===== config.mk =====
export PLATFORM = sky130hd
export DESIGN_NAME = tt_extractor
export DESIGN_NICKNAME = d
export VERILOG_FILES = /design/src/rtl/tt_extractor.sv
export SDC_FILE = /design/constraint.sdc
export NUM_CORES = 1
export LEC_CHECK = 0
export CAP_MARGIN = 20
export CORE_MARGIN = 5
export CORE_UTILIZATION = 48
export DETAILED_ROUTE_END_ITERATION = 10
export PLACE_DENSITY_LB_ADDON = 0.25
export SLEW_MARGIN = 20
export SYNTH_ARGS = -nofsm -noshare
export SYNTH_HDL_FRONTEND = slang
export SYNTH_SLANG_ARGS = --single-unit

===== constraint.sdc =====
create_clock -name clk -period 2.3 [get_ports clk]
set_input_delay 0.46 -clock clk [delete_from_list [all_inputs] [get_ports clk]]
set_output_delay 0.46 -clock clk [all_outputs]
set_load 0.02 [all_outputs]

===== src/rtl/tt_extractor.sv =====
// Sequential truth-table extractor: walks every minterm of a function under test,
// samples its output after a settle window and reports the table on valid/ready.
module tt_extractor #(
   parameter int N_IN          = 4,
   parameter int SETTLE_CYCLES = 1
) (
   input  logic                 clk,
   input  logic                 rst_n,
   input  logic                 start,
   input  logic [2**N_IN-1:0]   exp_tt,
   output logic [N_IN-1:0]      x_drive,
   input  logic                 y_in,
   output logic                 busy,
   output logic [2**N_IN-1:0]   tt,
   output logic                 tt_valid,
   input  logic                 tt_ready,
   output logic                 mismatch
);

   localparam int TT_W = 2**N_IN;
   localparam int SW   = (SETTLE_CYCLES > 0) ? $clog2(SETTLE_CYCLES + 1) : 1;

   localparam logic [1:0] S_IDLE = 2'd0;
   localparam logic [1:0] S_RUN  = 2'd1;
   localparam logic [1:0] S_DONE = 2'd2;

   localparam logic [N_IN-1:0] IDX_LAST   = '1;
   localparam logic [SW-1:0]   SETTLE_END = SW'(SETTLE_CYCLES);

   logic [1:0]      state_q,    state_d;
   logic [N_IN-1:0] idx_q,      idx_d;
   logic [SW-1:0]   settle_q,   settle_d;
   logic [TT_W-1:0] exp_q,      exp_d;
   logic [TT_W-1:0] tt_q,       tt_d;
   logic [N_IN-1:0] x_drive_q,  x_drive_d;
   logic            busy_q,     busy_d;
   logic            tt_valid_q, tt_valid_d;
   logic            mismatch_q, mismatch_d;

   always_comb begin
      state_d    = state_q;
      idx_d      = idx_q;
      settle_d   = settle_q;
      exp_d      = exp_q;
      tt_d       = tt_q;
      x_drive_d  = x_drive_q;
      busy_d     = busy_q;
      tt_valid_d = tt_valid_q;
      mismatch_d = mismatch_q;

      case (state_q)
         S_IDLE: begin
            x_drive_d = '0;
            if (start) begin
               exp_d     = exp_tt;
               idx_d     = '0;
               settle_d  = '0;
               tt_d      = '0;
               busy_d    = 1'b1;
               state_d   = S_RUN;
            end
         end
         S_RUN: begin
            if (settle_q == SETTLE_END) begin
               tt_d[idx_q] = y_in;
               settle_d    = '0;
               if (idx_q == IDX_LAST) begin
                  // mismatch uses the table including the bit sampled on this edge
                  state_d    = S_DONE;
                  x_drive_d  = '0;
                  tt_valid_d = 1'b1;
                  mismatch_d = (tt_d != exp_q);
               end else begin
                  idx_d     = idx_q + N_IN'(1);
                  x_drive_d = idx_q + N_IN'(1);
               end
            end else begin
               settle_d = settle_q + SW'(1);
            end
         end
         S_DONE: begin
            x_drive_d = '0;
            if (tt_valid_q && tt_ready) begin
               tt_valid_d = 1'b0;
               mismatch_d = 1'b0;
               busy_d     = 1'b0;
               state_d    = S_IDLE;
            end
         end
         default: begin
            state_d    = S_IDLE;
            x_drive_d  = '0;
            busy_d     = 1'b0;
            tt_valid_d = 1'b0;
            mismatch_d = 1'b0;
         end
      endcase
   end

   always_ff @(posedge clk or negedge rst_n) begin
      if (!rst_n) begin
         state_q    <= S_IDLE;
         idx_q      <= '0;
         settle_q   <= '0;
         exp_q      <= '0;
         tt_q       <= '0;
         x_drive_q  <= '0;
         busy_q     <= 1'b0;
         tt_valid_q <= 1'b0;
         mismatch_q <= 1'b0;
      end else begin
         state_q    <= state_d;
         idx_q      <= idx_d;
         settle_q   <= settle_d;
         exp_q      <= exp_d;
         tt_q       <= tt_d;
         x_drive_q  <= x_drive_d;
         busy_q     <= busy_d;
         tt_valid_q <= tt_valid_d;
         mismatch_q <= mismatch_d;
      end
   end

   assign x_drive  = x_drive_q;
   assign busy     = busy_q;
   assign tt       = tt_q;
   assign tt_valid = tt_valid_q;
   assign mismatch = mismatch_q;

endmodule


==> results of run 1 <==
==> worst max path at each step <==
stage,to
after floorplan,mismatch
after global placement,mismatch
after detailed placement,mismatch
after CTS,mismatch
after global routing,mismatch
final,mismatch
==> cell families after synthesis <==
family                   share of synthesized area [%]
AND/OR/NAND/NOR                                   18.9
AO/OA/AOI/OAI                                     16.9
flip-flops                                        42.0
multiplexers                                      10.6
buffers and inverters                             4.88
XOR/XNOR                                          3.51
adder cells (fa/ha/maj)                           3.19
==> per-stage QoR <==
stage	util, %	std cells	setup slack, ns	TNS [ns]
2_1_floorplan	-	284	0.0955	0
3_3_place_gp	61.7	411	-0.250	-0.250
3_5_place_dp	61.7	411	-0.328	-0.740
4_1_cts	65.8	421	-0.0253	-0.0253
5_1_grt	67.2	427	-0.0235	-0.0235
6_report	67.2	427	0.0396	0
==> layer usage <==
metal  up-vias  part of all wire, %  global-route usage (%)
met3        17                  7.3                    4.61
met5         -                    0                       0
met2       113                   46                    32.3
met1      1192                   45                    28.8
li1       1169                    -                       -
met4         0                  1.6                    4.46
==> cells in the mapped netlist (2+ instances only) <==
cell,instances
buf_6,4
nor2b_1,6
nor2_1,11
nand3b_1,8
a21oi_1,15
o31ai_1,2
a32o_1,3
o21ai_0,40
buf_4,2
xnor2_1,4
xor2_1,7
a22o_1,2
a311oi_1,2
dfrtp_1,46
inv_1,6
and3_1,6
and3b_1,4
nor3b_1,9
a21o_1,2
nand2b_1,7
mux2_2,16
nand3_1,9
o22ai_1,4
clkbuf_1,10
nand4_1,2
ha_1,7
nor3_1,4
a2111oi_0,2
mux2i_1,11
buf_2,2
nor4_1,2
a31oi_1,3
nand2_1,18
==> flip-flops by register name, indices dropped and copies added (netlist names) <==
register / flops
busy: 1
exp_q: 16
idx_q: 4
mismatch: 1
settle_q: 1
state_q: 2
tt: 16
tt_valid: 1
x_drive: 4
==> power by group <==
part	internal [mW]	leakage, nW	total, mW	switching, mW
Clock	0.243	0.0482	0.509	0.266
Combinational	1.38	0.933	2.77	1.39
Sequential	1.12	0.576	1.43	0.307
Total	2.75	1.56	4.71	1.96
==> layout make-up <==
class                           instances  area (µm²)
Clock buffer                            7        86.3
Tap cell                               72        90.1
Inverter                                6        25.0
Timing Repair Buffer                   82         763
Clock inverter                          1        5.00
Fill cell                             451        1820
Multi-Input combinational cell        213        1600
Sequential cell                        46        1150
==> repair_timing <==
item,CTS,global route
endpoints found under the setup margin,1,1
pin swaps,7,7
buffers inserted,2,6
resized for setup,24,11
cloned,0,0
==> results.json, run 1 <==
{
  "cp-startpoint": "idx_q[1]",
  "period_minus_slack_ns": 2.26,
  "die_area_um2": 7320,
  "vias": 2491,
  "synth_top_area_cell": "dfrtp_1",
  "final_nets": 382,
  "crit_chain": "inv_2 -> buf_6 -> ha_4 -> or3b_4 -> a32o_1 -> a311oi_2 -> nand4_1 -> nor4_4 -> o31ai_1",
  "coreArea_um2": 5540,
  "die_w_um": 85.6,
  "ant_nets": 0,
  "async_flop_share_pct": 100,
  "fp.dieH_um": 85.6,
  "syn_inst": 284,
  "slew-limit-headroom_pct": 44.9,
  "drt-initial-drc-count": 219,
  "ir_drop_mv": 0.640,
  "p_leak_nw": 1.56,
  "max_slew.worst_pin.slew_ns": 0.826,
  "status": "completed",
  "numCtsBuffers": 5,
  "gp_congestion": 0.926,
  "critPathMaxStageDelay_ns": 0.41,
  "layout_commonest_cell": "dfrtp_1",
  "remaining_drc_errors": 0,
  "power_density_nw_per_um2": 1270,
  "synthFlopType": "dfrtp_1",
  "insertion_delay_ns": 0.29,
  "via_per_inst": 5.83,
  "critPathLaunchType": "flip-flop",
  "holdWs_ns": 0.129,
  "worstSetupPathType": "flip-flop to flip-flop",
  "critical_path_required_ns": 2.48,
  "io_pins": 44,
  "cts_hold_buffers": 0,
  "synth_edf_count": 0,
  "r2r-end": "mismatch",
  "yosysTopAreaCellShare_pct": 42.0,
  "ys_seq_area_share_pct": 42.0,
  "clk_root_buffer_cell": "clkbuf_8",
  "grt_pass1_vias": 2418,
  "cts_sinks": 46,
  "syn_to_final_growth_pct": 35.9,
  "placed_cell_area_um2": 3420,
  "drt_wl_total_um": 7280,
  "maxCapViolCount": 0,
  "period_share_pct": 98.3,
  "hold_violations": 0,
  "synthesis.nets": 312,
  "io_buffers": 43,
  "fin_area_um2": 3720,
  "rr_worst_depth": 9,
  "antenna_found_initial": 0,
  "fp-row-count": 27,
  "clkTransAtPathRegs_ns": 0.08,
  "grt_overflow": 0,
  "crit_fanout": 3,
  "total_power_mw": 4.71,
  "grt_pass1_wl_um": 12100,
  "slew_violations": 0,
  "cp.arrival_ns": 2.44,
  "dpl.hpwl_um": 5190,
  "diodes": 0,
  "cts_buffer_depth": 2,
  "yosys_warnings": 0,
  "first_pass_iters": 6,
  "crit_cells": 9,
  "wl_per_cell_um": 17.1,
  "critical_path.top_delay_family": "simple AND/OR/NAND/NOR gates",
  "ys_ff_latch": 46,
  "synthTopCellsByArea": "dfrtp_1 (42%), o21ai_0 (7.3%), mux2_2 (6.6%)",
  "r2r_setup_slack_ns": 0.04,
  "cts_tree": "built",
  "syn_area_um2": 2740,
  "r2r_start": "idx_q[1]",
  "min_path_type": "primary input to asynchronous set/reset pin",
  "worst_clock_skew_ns": 0.00341,
  "grt_usage_pct": 20.4,
  "fmax_ghz": 0.442,
  "cp_slowest_cell": "dfrtp_1",
  "grt_max_degree": 25,
  "crit_path_end_kind": "flip-flop",
  "setup_violations": 0,
  "layout-drive-gt1-share_pct": 24.8,
  "cts_max_level": 2,
  "path_buf_inv": 2,
  "synth.distinct_cells": 41,
  "final_cell_mix": "dfrtp_1 (45), clkdlybuf4s50_1 (42), o21ai_0 (40)",
  "start_util_pct": 49.5,
  "synth.avg_cell_area_um2": 9.65
}
No activity file was read; power rests on OpenSTA's default activity.
==> run 2: changes to the inputs <==
Settings changed: SETUP_SLACK_MARGIN set to 0.2.
==> results.json, run 2 (synthesized netlist as in run 1, its figures left out) <==
{
  "cts_hold_buffers": 0,
  "syn_to_final_growth_pct": 30.2,
  "clk_root_buffer_cell": "clkbuf_8",
  "crit_cells": 8,
  "start_util_pct": 49.5,
  "layout_commonest_cell": "dfrtp_1",
  "slew_violations": 0,
  "via_per_inst": 5.69,
  "crit_chain": "inv_2 -> ha_1 -> or3b_4 -> a32o_1 -> a311oi_2 -> nand4_1 -> nor4_2 -> o31ai_1",
  "path_buf_inv": 1,
  "cts_sinks": 46,
  "antenna_found_initial": 0,
  "critPathLaunchType": "flip-flop",
  "total_power_mw": 4.45,
  "final_util_pct": 64.4,
  "post-place-ws_ns": -0.194,
  "fin_area_um2": 3570,
  "dpl.hpwl_um": 5570,
  "cp.arrival_ns": 2.47,
  "max_slew.worst_pin.slew_ns": 0.521,
  "grt_usage_pct": 21.7,
  "die_w_um": 85.6,
  "ir_drop_mv": 0.715,
  "gp_congestion": 0.896,
  "remaining_drc_errors": 0,
  "grt_max_degree": 22,
  "placed_cell_area_um2": 3450,
  "period_share_pct": 99.7,
  "first_pass_iters": 4,
  "slew-limit-headroom_pct": 65.3,
  "vias": 2422,
  "holdWs_ns": 0.100,
  "cts_buffer_depth": 2,
  "worstSetupPathType": "flip-flop to flip-flop",
  "rr_worst_depth": 8,
  "period_minus_slack_ns": 2.29,
  "cts_max_level": 2,
  "min_path_type": "primary input to asynchronous set/reset pin",
  "hold_violations": 0,
  "drt_wl_total_um": 7420,
  "worst_clock_skew_ns": 0.00637,
  "final_cell_mix": "dfrtp_1 (45), clkdlybuf4s50_1 (42), o21ai_0 (40)",
  "grt_pass1_wl_um": 12500,
  "status": "completed",
  "clkTransAtPathRegs_ns": 0.08,
  "diodes": 0,
  "regArea_um2": 1150,
  "numCtsBuffers": 5,
  "fp-row-count": 27,
  "cp_slowest_cell": "dfrtp_2",
  "setup_violations": 0,
  "fp.dieH_um": 85.6,
  "wl_per_cell_um": 17.4,
  "final_nets": 381,
  "ant_nets": 0,
  "grt_overflow": 0,
  "io_buffers": 43,
  "cts_tree": "built",
  "layout-drive-gt1-share_pct": 21.2,
  "drt-initial-drc-count": 100,
  "io_pins": 44,
  "fmax_ghz": 0.436,
  "die_area_um2": 7320,
  "crit_path_end_kind": "flip-flop",
  "critPathMaxStageDelay_ns": 0.46,
  "crit_fanout": 6,
  "p_leak_nw": 1.54,
  "insertion_delay_ns": 0.30,
  "grt_pass1_vias": 2395,
  "tns_ns": 0,
  "worst_slack_ns": 0.00598,
  "num-fill-cells": 482,
  "critical_path_required_ns": 2.48,
  "coreArea_um2": 5540,
  "finalNonFillerCells": 426,
  "multiInputGateArea_um2": 1490,
  "rsz0062_at_grt": "yes",
  "maxCapViolCount": 0,
  "dpl.cell_count": 418,
  "critical_path.top_delay_family": "simple AND/OR/NAND/NOR gates",
  "power_density_nw_per_um2": 1250
}
-- run 2: changes by cell type in the layout (fill, tap and decap cells not counted), moves of 2 or more --
cell / change
mux2i_1: +2
buf_4: +3
and3b_2: -2
ha_4: -5
ha_1: +5
nand3_1: +2
and3b_1: +2
buf_12: -2
buf_6: -2
-- run 2: what timing repair did --
item                                    in CTS  in global routing
hold endpoints to repair                     0                  0
resized for setup                            3                  3
buffers inserted                             0                  0
endpoints found under the setup margin       1                 11
-- run 2: layout make-up --
| class | instances | area share (%) |
|---|---|---|
| tap | 72 | 2.52 |
| multi-input combinational | 213 | 41.7 |
| sequential | 46 | 32.3 |
| clock buffer | 7 | 2.42 |
| inverter | 6 | 0.631 |
| clock inverter | 1 | 0.140 |
| timing repair buffer | 81 | 20.3 |
-- run 2: metal layers --
| metal | vias up | GRT usage [%] | routed length [µm] |
|---|---|---|---|
| li1 | 1165 | - | - |
| met1 | 1176 | 29.1 | 3340 |
| met2 | 73 | 35.7 | 3530 |
| met3 | 8 | 5.19 | 464 |
| met4 | 0 | 5.04 | 87 |
| met5 | - | 0 | 0 |
-- run 2: path summary, 6_finish.rpt --
check	startpoint	endpoint	slack [ns]
worst min-delay path	rst_n	busy	0.10
min in group clk	x_drive[0]	x_drive[0]	0.53
worst max register to register	idx_q[0]	mismatch	0.006
worst max-delay path	idx_q[0]	mismatch	0.006
worst min register to register	x_drive[0]	x_drive[0]	0.53
max in group asynchronous	rst_n	exp_q[12]	1.57
-- run 2: where the power goes --
| group | switching, mW | leakage, nW | internal (mW) | total (mW) |
|---|---|---|---|---|
| Clock | 0.270 | 0.0482 | 0.243 | 0.513 |
| Combinational | 1.26 | 0.914 | 1.22 | 2.48 |
| Sequential | 0.343 | 0.576 | 1.12 | 1.46 |
-- run 2: worst reg2reg max path: cells and delay by family, from the launching register on --
kind	cells	cell delay, ns
and+or+nand+nor	3	0.85
buffers and inverters	1	0.09
adders and majority gates	1	0.18
DFF	1	0.46
AOI/OAI and AO/OA	3	0.58
